File: src/rtl/pc_fetch_if.sv
// Fetch-unit bus: PC adder loop, redirect input, instruction-memory
// request/ack and the valid/ready hand-off to decode.
interface pc_fetch_if;
  logic [31:0] pc_o;
  logic [31:0] seq_pc_i;
  logic        redirect_valid_i;
  logic [31:0] redirect_target_i;
  logic        imem_req_o;
  logic        imem_ack_i;
  logic [31:0] imem_rdata_i;
  logic        instr_valid_o;
  logic        instr_ready_i;
  logic [31:0] instr_o;
  logic [31:0] instr_pc_o;
  logic        fault_o;
  logic [31:0] fault_addr_o;

  // Fetch unit side.
  modport master (
    output pc_o, imem_req_o, instr_valid_o, instr_o, instr_pc_o,
           fault_o, fault_addr_o,
    input  seq_pc_i, redirect_valid_i, redirect_target_i,
           imem_ack_i, imem_rdata_i, instr_ready_i
  );

  // Environment side: PC adder, instruction memory, decode, branch unit.
  modport slave (
    input  pc_o, imem_req_o, instr_valid_o, instr_o, instr_pc_o,
           fault_o, fault_addr_o,
    output seq_pc_i, redirect_valid_i, redirect_target_i,
           imem_ack_i, imem_rdata_i, instr_ready_i
  );
endinterface

File: src/rtl/pc_fetch_unit.sv
// Program counter and single-outstanding instruction fetch.
// A request stays on the bus with a stable address until its ack; a
// redirect that arrives while a request is in flight is parked in
// DRAIN and applied when the stale response comes back.
module pc_fetch_unit #(
  parameter logic [31:0] RESET_PC = 32'h0000_0000
) (
  input logic        clk,
  input logic        rst_n,
  pc_fetch_if.master bus
);

  typedef enum logic [2:0] {IDLE, REQ, VALID, DRAIN, HALT} state_t;

  state_t      state_q, state_d;
  logic [31:0] pc_q, pc_d;
  logic [31:0] instr_q, instr_d;
  logic [31:0] instr_pc_q, instr_pc_d;
  logic        instr_valid_q, instr_valid_d;
  logic        fault_q, fault_d;
  logic [31:0] fault_addr_q, fault_addr_d;
  logic [31:0] pending_q, pending_d;
  logic        halt_pending_q, halt_pending_d;

  logic redir_ok, redir_bad;

  assign redir_ok  = bus.redirect_valid_i && (bus.redirect_target_i[1:0] == 2'b00);
  assign redir_bad = bus.redirect_valid_i && (bus.redirect_target_i[1:0] != 2'b00);

  // State register and all architectural flops.
  always_ff @(posedge clk or negedge rst_n) begin
    if (!rst_n) begin
      state_q        <= IDLE;
      pc_q           <= RESET_PC;
      instr_q        <= '0;
      instr_pc_q     <= '0;
      instr_valid_q  <= 1'b0;
      fault_q        <= 1'b0;
      fault_addr_q   <= '0;
      pending_q      <= '0;
      halt_pending_q <= 1'b0;
    end else begin
      // NOTE: non-blocking so every flop samples pre-edge values, whatever the statement order.
      state_q        <= state_d;
      pc_q           <= pc_d;
      instr_q        <= instr_d;
      instr_pc_q     <= instr_pc_d;
      instr_valid_q  <= instr_valid_d;
      fault_q        <= fault_d;
      fault_addr_q   <= fault_addr_d;
      pending_q      <= pending_d;
      halt_pending_q <= halt_pending_d;
    end
  end

  // Next-state and next-register logic for the fetch FSM.
  always_comb begin
    // NOTE: every *_d holds its current value by default, so no branch can infer a latch.
    state_d        = state_q;
    pc_d           = pc_q;
    instr_d        = instr_q;
    instr_pc_d     = instr_pc_q;
    instr_valid_d  = instr_valid_q;
    fault_d        = fault_q;
    fault_addr_d   = fault_addr_q;
    pending_d      = pending_q;
    halt_pending_d = halt_pending_q;

    if (redir_bad && state_q != HALT) begin
      fault_d       = 1'b1;
      fault_addr_d  = bus.redirect_target_i;
      instr_valid_d = 1'b0;
    end

    unique case (state_q)
      IDLE: begin
        state_d = REQ;
        if (redir_bad)     state_d = HALT;
        else if (redir_ok) pc_d = bus.redirect_target_i;
      end

      REQ: begin
        if (redir_bad) begin
          if (bus.imem_ack_i) begin
            state_d = HALT;
          end else begin
            halt_pending_d = 1'b1;
            state_d        = DRAIN;
          end
        end else if (redir_ok) begin
          if (bus.imem_ack_i) begin
            pc_d = bus.redirect_target_i;
          end else begin
            pending_d = bus.redirect_target_i;
            state_d   = DRAIN;
          end
        end else if (bus.imem_ack_i) begin
          instr_d       = bus.imem_rdata_i;
          instr_pc_d    = pc_q;
          instr_valid_d = 1'b1;
          pc_d          = bus.seq_pc_i;
          state_d       = VALID;
        end
      end

      DRAIN: begin
        // A redirect in the same cycle as the ack still counts: latest wins.
        if (redir_bad)     halt_pending_d = 1'b1;
        else if (redir_ok) pending_d = bus.redirect_target_i;
        if (bus.imem_ack_i) begin
          if (halt_pending_d) begin
            state_d = HALT;
          end else begin
            pc_d    = pending_d;
            state_d = REQ;
          end
        end
      end

      VALID: begin
        if (redir_bad) begin
          state_d = HALT;
        end else if (redir_ok) begin
          instr_valid_d = 1'b0;
          pc_d          = bus.redirect_target_i;
          state_d       = REQ;
        end else if (bus.instr_ready_i) begin
          instr_valid_d = 1'b0;
          state_d       = REQ;
        end
      end

      HALT: begin
        state_d = HALT;
      end

      default: state_d = IDLE;
    endcase
  end

  assign bus.pc_o          = pc_q;
  assign bus.imem_req_o    = (state_q == REQ) || (state_q == DRAIN);
  assign bus.instr_valid_o = instr_valid_q;
  assign bus.instr_o       = instr_q;
  assign bus.instr_pc_o    = instr_pc_q;
  assign bus.fault_o       = fault_q;
  assign bus.fault_addr_o  = fault_addr_q;

endmodule

File: src/flat_wrapper.sv
// flat-port wrapper written by rule: the top's interface ports become plain ports
module pc_fetch_unit_flat 
#(
  parameter logic [31:0] RESET_PC = 32'h0000_0000
)
  (clk, rst_n, bus_pc_o, bus_imem_req_o, bus_instr_valid_o, bus_instr_o, bus_instr_pc_o, bus_fault_o, bus_fault_addr_o, bus_seq_pc_i, bus_redirect_valid_i, bus_redirect_target_i, bus_imem_ack_i, bus_imem_rdata_i, bus_instr_ready_i);
  pc_fetch_if bus_i ();
  input logic clk;
  input logic rst_n;
  output wire logic [$bits(bus_i.pc_o)-1:0] bus_pc_o;
  output wire logic [$bits(bus_i.imem_req_o)-1:0] bus_imem_req_o;
  output wire logic [$bits(bus_i.instr_valid_o)-1:0] bus_instr_valid_o;
  output wire logic [$bits(bus_i.instr_o)-1:0] bus_instr_o;
  output wire logic [$bits(bus_i.instr_pc_o)-1:0] bus_instr_pc_o;
  output wire logic [$bits(bus_i.fault_o)-1:0] bus_fault_o;
  output wire logic [$bits(bus_i.fault_addr_o)-1:0] bus_fault_addr_o;
  input wire logic [$bits(bus_i.seq_pc_i)-1:0] bus_seq_pc_i;
  input wire logic [$bits(bus_i.redirect_valid_i)-1:0] bus_redirect_valid_i;
  input wire logic [$bits(bus_i.redirect_target_i)-1:0] bus_redirect_target_i;
  input wire logic [$bits(bus_i.imem_ack_i)-1:0] bus_imem_ack_i;
  input wire logic [$bits(bus_i.imem_rdata_i)-1:0] bus_imem_rdata_i;
  input wire logic [$bits(bus_i.instr_ready_i)-1:0] bus_instr_ready_i;
  assign bus_pc_o = bus_i.pc_o;
  assign bus_imem_req_o = bus_i.imem_req_o;
  assign bus_instr_valid_o = bus_i.instr_valid_o;
  assign bus_instr_o = bus_i.instr_o;
  assign bus_instr_pc_o = bus_i.instr_pc_o;
  assign bus_fault_o = bus_i.fault_o;
  assign bus_fault_addr_o = bus_i.fault_addr_o;
  assign bus_i.seq_pc_i = bus_seq_pc_i;
  assign bus_i.redirect_valid_i = bus_redirect_valid_i;
  assign bus_i.redirect_target_i = bus_redirect_target_i;
  assign bus_i.imem_ack_i = bus_imem_ack_i;
  assign bus_i.imem_rdata_i = bus_imem_rdata_i;
  assign bus_i.instr_ready_i = bus_instr_ready_i;
  pc_fetch_unit #(.RESET_PC(RESET_PC)) u_core (.clk(clk), .rst_n(rst_n), .bus(bus_i));
endmodule
File: config.mk
export PLATFORM = sky130hd
export DESIGN_NAME = pc_fetch_unit_flat
export DESIGN_NICKNAME = d
export VERILOG_FILES = /design/src/rtl/pc_fetch_if.sv /design/src/rtl/pc_fetch_unit.sv /design/src/flat_wrapper.sv
export SDC_FILE = /design/constraint.sdc
export NUM_CORES = 1
export LEC_CHECK = 0
export CAP_MARGIN = 20
export CORE_MARGIN = 3
export CORE_UTILIZATION = 49
export CTS_BUF_LIST = sky130_fd_sc_hd__clkbuf_16
export DETAILED_ROUTE_END_ITERATION = 16
export PLACE_DENSITY_LB_ADDON = 0.1
export SLEW_MARGIN = 20
export SYNTH_ARGS = -nofsm -noshare
export SYNTH_HDL_FRONTEND = slang
export SYNTH_SLANG_ARGS = --single-unit
export TNS_END_PERCENT = 30
File: constraint.sdc
create_clock -name clk -period 3.1 [get_ports clk]
set_input_delay 0.465 -clock clk [delete_from_list [all_inputs] [get_ports clk]]
set_output_delay 0.465 -clock clk [all_outputs]
set_load 0.01 [all_outputs]
==> metrics.txt, run 1 <==
critical path class=flop to output port; I/O pin cnt=232; diodes inserted=0; Final Core Density=73.9%; Vias/cell=5.50; Seq/Total Area, Yosys=60.9%; Syn Area/Cell=14.5 um2; input/output buffers=231; status=finished, final reports clean; GRT Residual Overflow=0; worst clock skew=0.00943 ns; die area=15400 um2; vias in the first global route=5226; EDFF count, synth=0; row count=42; VDD IR max=518 uV; postcts setup bufs=0; FF+latch count, synth=166; Slew Limit Fails=0; initial core utilization=50.7%; # fillers=936; CP startpoint kind=flop; Slew HR=37.3%; fin crit period=2.41 ns; setup tns final=0 ns; CTS tree=done; core box area=13500 um2; # hold bufs at CTS=0; first-pass GRT wire length=26.8 mm; Leakage=4.47 nW; RSZ-0062 raised after global routing=false; Power, Total=10.2 mW; Clock Tree Root=clkbuf_16; gr usage total=23.0%; Resized cells post-CTS=0; Layout area overhead=45.9%; largest net degree at the start of global routing=76; worst-path fanout max=12; synthesized instance count=470; clk buf depth=2; share of cells above drive strength 1=24.7%; maxcap violations=0; Setup violations, final=0; Post-Syn Area=6820 um2; predominant post-synthesis flop cell=dfrtp_1; DRC Markers=0; antenna-violating nets left=0; Tightest Hold Check Type=primary input to asynchronous set/reset pin; Clock Sinks=166; CP endpoint kind=output port; Detailed Routing Iterations Pass 1=6; Final Wtd Congestion=0.793; Routed WL per cell=19.6 um; maximum operating frequency=415 MHz; post-DP HPWL=12.5 mm; initial antenna violation count=0; Post-synth ARST share=100%; Clock transition at path regs=0.06 ns; clk_lat worst skew=0.42 ns; Power Density=1030 nW/um2; Die Wd=124 um; WP data required=2.63 ns; crit path DAT=1.95 ns; number of distinct library cells after synthesis=34; # nets final=802; H-Tree Depth=4; worst-margin pin slew=0.939 ns; die height=124 um; Synthesized Nets=571; period utilisation layout=77.8%; Hold Vio Cnt, Final=0; via count=4893; Starting DRT DRC Count=375; DRT Wirelength=17.4 mm; Inserted Clock Buffers=17; synth warn=0
==> logic make-up after synthesis <==
logic type | share of synthesized area, %
DFF | 60.9
and+or+nand+nor | 2.57
AOI/OAI and AO/OA | 6.31
muxes | 25.8
buffers and inverters | 4.38
==> layout make-up <==
class / count / area [um2] / share of cell area (%)
Clock buffer: 17 / 425 / 4.28
Clock inverter: 14 / 169 / 1.70
Inverter: 36 / 135 / 1.36
Multi-Input combinational cell: 238 / 2410 / 24.2
Sequential cell: 166 / 4150 / 41.8
Tap cell: 176 / 220 / 2.21
Timing Repair Buffer: 242 / 2430 / 24.5
==> worst paths after layout <==
kind | startpoint | end | slack, ns | cells past startpoint
setup / recovery | u_core.state_q[2] | bus_imem_req_o | 0.69 | 3
hold / removal | rst_n | u_core.bus.instr_pc_o[18] | 0.06 | 1
setup reg to reg | u_core.state_q[2] | u_core.bus.pc_o[14] | 0.95 | 5
hold reg to reg | u_core.bus.fault_o | u_core.bus.fault_o | 0.48 | 1
max in group asynchronous | rst_n | u_core.bus.instr_o[20] | 2.07 | 2
min in group clk | u_core.bus.fault_o | u_core.bus.fault_o | 0.48 | 1
==> power breakdown <==
group          switching [mW]  internal [mW]
clock network           0.798           1.32
registers               0.684           3.21
logic                    1.66           2.54
==> cells in the final DEF (no fill, tap or decap), types with 2 or more instances in the layout <==
master	synthesis	routed
nor2_1	6	6
buf_4	1	8
mux2_2	128	128
clkinvlp_4	0	2
clkinv_2	0	3
o21ai_0	2	2
clkbuf_16	0	17
nand2b_1	5	5
a222oi_1	32	32
or2_2	4	4
and2_1	2	2
inv_1	36	39
nor2b_1	3	3
clkinv_1	0	2
a21oi_1	5	3
bufinv_16	0	4
buf_12	0	3
mux2i_1	32	32
clkdlybuf4s50_1	0	230
a211oi_1	2	2
dfrtp_1	166	166
a21oi_4	0	2
==> routing by layer <==
| metal | GRT usage [%] | share of wire (%) |
|---|---|---|
| met1 | 27.3 | 38 |
| met2 | 39.4 | 51 |
| met3 | 6.68 | 8.6 |
| met4 | 9.17 | 2.2 |
| met5 | 0 | 0 |
==> worst max-delay path, stage by stage, from the launching register on <==
cell             delay, ns
dfrtp_1               0.52
nand2b_1              0.29
inv_1                 0.16
clkdlybuf4s50_1       0.56
==> per-stage QoR <==
step	cells	setup slack, ns	hold slack (ns)	instance area (um2)
after global routing	889	0.569	0.112	9950
after detailed placement	858	0.355	0.471	9350
after CTS	889	0.688	0.0823	9950
final	889	0.689	0.0644	9950
after floorplan	470	1.27	0.169	6820
after global placement	858	0.503	0.460	9350
==> flip-flops by register name, summed over array words and instances, names as in the netlist, 3 cells and up <==
| signal | count |
|---|---|
| u_core.bus.fault_addr_o | 32 |
| u_core.bus.instr_o | 32 |
| u_core.bus.instr_pc_o | 32 |
| u_core.bus.pc_o | 32 |
| u_core.pending_q | 32 |
| u_core.state_q | 3 |
==> synthesized netlist by cell type, types with 2 or more instances <==
| master | n | area [um2] |
|---|---|---|
| mux2_2 | 128 | 1440 |
| a211oi_1 | 2 | 15.0 |
| nor2b_1 | 3 | 18.8 |
| a222oi_1 | 32 | 320 |
| nor2_1 | 6 | 22.5 |
| buf_6 | 3 | 33.8 |
| buf_2 | 19 | 95.1 |
| or2_2 | 4 | 25.0 |
| mux2i_1 | 32 | 320 |
| and2_1 | 2 | 12.5 |
| inv_1 | 36 | 135 |
| nand2b_1 | 5 | 31.3 |
| dfrtp_1 | 166 | 4150 |
| a21oi_1 | 5 | 25.0 |
| o21ai_0 | 2 | 10.0 |
| nand3_1 | 2 | 10.0 |
| clkbuf_1 | 6 | 22.5 |
No activity file was read; power rests on OpenSTA's default activity.
==> run 2, diff against run 1 <==
- CORE_UTILIZATION: 49 -> 41
- clock period: 3.1 -> 2 ns (I/O delays scaled with it)
==> run 2 against run 1 <==
- utilization fell by 11 points
- highest routed layer unchanged
- sequential share of layout area shrank 0.96 points
- clock skew shrank 0.0033 ns
- critical path depth grew 3
==> metrics.txt, run 2 (synthesis results as in run 1) <==
status=finished, final reports clean; # nets final=823; CP startpoint kind=primary input; share of cells above drive strength 1=27.1%; Slew HR=37.1%; Clock transition at path regs=0.06 ns; crit path DAT=2.25 ns; pre-CTS worst setup slack=-0.355 ns; fin cells=950; maxcap violations=0; Hold Vio Cnt, Final=0; Setup violations, final=0; Inserted Clock Buffers=17; diodes inserted=0; Clock Tree Root=clkbuf_16; I/O pin cnt=232; setup tns final=0 ns; maximum operating frequency=522 MHz; worst-margin pin slew=0.941 ns; WP data required=2.33 ns; Power Density=1550 nW/um2; Worst Setup EP=u_core.bus.pc_o[25]; RSZ-0062 raised after global routing=true; Tightest Hold Check Type=primary input to asynchronous set/reset pin; Die Wd=135 um; postcts setup bufs=0; Clock Sinks=166; DRC Markers=0; period utilisation layout=95.9%; Power, Total=15.8 mW; fin crit period=1.92 ns; Fin Hold WS=0.439 ns; Slew Limit Fails=0; r2r endpoint=u_core.bus.pc_o[25]; Layout area overhead=49.3%; antenna-violating nets left=0; vias in the first global route=5240; row count=46; H-Tree Depth=4; Final Wtd Congestion=0.751; worst-path fanout max=32; Reg-to-Reg Start=u_core.state_q[1]; clk buf depth=2; most frequent cells in the layout=clkdlybuf4s50_1 (229), dfrtp_1 (165), mux2_2 (128), inv_1 (38); post-placement cell count=918; Leakage=4.57 nW; reg2reg path depth=4; worst clock skew=0.00611 ns; largest net degree at the start of global routing=58; fin worst setup slack=0.0827 ns; CTS tree=done; Starting DRT DRC Count=412; gr usage total=19.5%; Routed WL per cell=18.6 um; critical path class=primary input to flop; # fillers=1208; Vias/cell=5.21; post-DP HPWL=12.6 mm; first-pass GRT wire length=27.9 mm; clk_lat worst skew=0.41 ns; core box area=16100 um2; Detailed Routing Iterations Pass 1=8; input/output buffers=231; die area=18200 um2; CP endpoint kind=flop; via count=4945; R2R Setup Slk=0.09 ns; DRT Wirelength=17.6 mm; die height=135 um; VDD IR max=812 uV; most common cell after layout, fill and taps aside=clkdlybuf4s50_1; GRT Residual Overflow=0; crit path launch=bus_redirect_valid_i; initial antenna violation count=0; initial core utilization=42.5%
run 2: stage by stage:
step | area [um2] | util, %
6_report | 10200 | 63.4
5_1_grt | 10200 | 63.4
4_1_cts | 10200 | 63.3
3_5_place_dp | 9620 | 59.9
3_3_place_gp | 9620 | 59.9
2_1_floorplan | 6820 | -
run 2: cell type report:
class,instances,area [um2],share of cell area (%)
clock buffers,17,425,4.18
clock inverters,14,121,1.19
inverters,36,135,1.33
multi-input cells,238,2420,23.7
flip-flops and latches,166,4160,40.8
well taps,216,270,2.65
repair buffers,263,2660,26.1
run 2: worst min-delay path by stage:
stage                               startpoint                         end  cells after the start
final                                    rst_n   u_core.bus.instr_pc_o[17]                      2
after global routing      bus_imem_rdata_i[28]      u_core.bus.instr_o[28]                      2
after CTS                                rst_n   u_core.bus.instr_pc_o[15]                      2
after detailed placement                 rst_n   u_core.bus.instr_pc_o[15]                      1
after global placement                   rst_n   u_core.bus.instr_pc_o[20]                      1
after floorplan                          rst_n  u_core.bus.fault_addr_o[0]                      0
run 2: repair_timing:
| action | in CTS | in global routing |
|---|---|---|
| pin swaps | 0 | 5 |
| setup endpoints to repair | 1 | 31 |
| endpoints found under the hold margin | 52 | 0 |
| resized for setup | 1 | 4 |
| hold buffers | 1 | 0 |
run 2: power by group:
group	total (mW)	switching [mW]	internal (mW)
Combinational	6.76	2.66	4.10
Clock	3.06	1.26	1.80
Sequential	5.96	0.979	4.98
Total	15.8	4.90	10.9
run 2: worst max-delay path, cell delays in order:
cell             delay (ns)
clkdlybuf4s50_1        0.43
nor3b_2                0.18
buf_4                  0.15
a21oi_4                0.71
a222oi_1               0.27
mux2i_1                0.19
run 2: per-layer routing:
metal	wire length, um	up-vias	share of wire (%)	track usage [%]
met4	284	0	1.6	5.77
li1	-	2220	-	-
met1	7550	2473	43	25.7
met2	8550	228	48	32.3
met5	0	-	0	0
met3	1250	24	7.1	4.77
==> variant (flow settings as in run 1) <==
The 5 states of `state_t` get a one-hot encoding in 5 bits.
--- a/src/rtl/pc_fetch_unit.sv
+++ b/src/rtl/pc_fetch_unit.sv
@@ -12,3 +12,3 @@
 
-  typedef enum logic [2:0] {IDLE, REQ, VALID, DRAIN, HALT} state_t;
+  typedef enum logic [4:0] {IDLE = 5'b00001, REQ = 5'b00010, VALID = 5'b00100, DRAIN = 5'b01000, HALT = 5'b10000} state_t;
 
Formal check against the unedited RTL: same outputs for any inputs over 4 cycles, from zero or initial values and one cycle with rst_n low; so few cycles prove little.
==> variant against run 1 <==
Final cell count rose by 3.9%. Worst setup slack got worse by 0.21 ns. Utilization fell by 0.89 points. Sequential cell count rose by 2. Clock skew fell by 0.0012 ns. Final area rose by 4.3%. Critical path depth did not move. Routed wire length rose by 12%. Power fell by 2.8%. Sequential power fell by 2%. Area after synthesis rose by 6.5%. Non-clock buffer count rose by 8. Highest routed layer unchanged. Count of clock-buffer cells in the layout did not move. Critical path type unchanged. Largest cell class unchanged.
==> variant: results (changes against run 1) <==
[yosys]
synth_compound_area_frac=0.109  ; +0.0460
synth_area_leaders=dfrtp_1 58%, mux2_2 20%, a221o_1 3.9%
seq_area_frac_synth=0.579  ; -0.0300
synth_area_per_cell_sq_um=14.4  ; -0.71%
yosysUniqueCellTypes=52  ; +53%
synth_nets=605  ; +6.0%
synth_commonest_cells=167 x dfrtp_1, 128 x mux2_2, 29 x and3_1

[critical_path]
cp-startpoint=u_core.state_q[2]
r2r_end=u_core.bus.instr_o[1]

[power]
ir_worst_vdd_mv=0.446  ; -14%
p_leak_nw=4.43  ; -0.76%

[place]
place_area_sq_um=9780  ; +4.6%
gp_congestion=0.823  ; +3.7%
pre_cts_slack_ns=0.335  ; -0.0201 ns
post-dp-hpwl_um=14000  ; +12%
placed_cells=892  ; +4.0%

[cells_and_area]
n_antenna_cell=0  ; unchanged
drive_gt1_frac=0.259  ; +0.0126
nets=832  ; +3.7%
n_fill_cell=984  ; +5.1%

[timing]
finalCritPeriodShare=0.846  ; +0.0683
hold_ws_ns=0.0767  ; +0.0123 ns
relSlewSlack=0.309  ; -0.0634
finalClockSkew_ns=0.00826  ; -0.00118 ns

[route]
drt_wl_total_um=19400  ; +12%
drt_pass1_iterations=4  ; -2
vias=5305  ; +8.4%
wl_met3_um=1380  ; -8.1%
wl_met2_um=9740  ; +8.9%

[clock_network]
cts_buffer_depth=2  ; unchanged

[grt]
track_usage=0.242  ; +0.0125
globalRouteMet2Util=0.402  ; +0.00795
use_met3=0.0554  ; -0.0113

[run_status]
status=completed

## variant: cell types whose count changed after synthesis, moves of 5 or more
cell	before	now
mux2i_1	32	0
a222oi_1	32	1
o32a_1	0	28
buf_4	1	8
nand2_1	1	7
inv_1	36	1
and3_1	0	29
o21ai_0	2	7
a221o_1	0	28
## variant: power breakdown
group	internal (mW)	switching [mW]
clock	1.25	0.862
sequential	3.15	0.669
combinational	2.44	1.56
total	6.84	3.09
## variant: layout make-up
class	count	area, sq um	share of cell area
clock buffer	17	425	0.0410
clock inverter	15	160	0.0154
inverter	1	3.75	0.000362
multi-input combinational	293	2840	0.274
sequential	168	4210	0.405
tap	180	225	0.0217
timing repair buffer	250	2520	0.243
## variant: worst max-delay path, cell delays in order (launching register included)
cell and delay, ns:
dfrtp_1 0.61, nor3_2 0.36, and2_1 0.21, clkdlybuf4s50_1 0.56
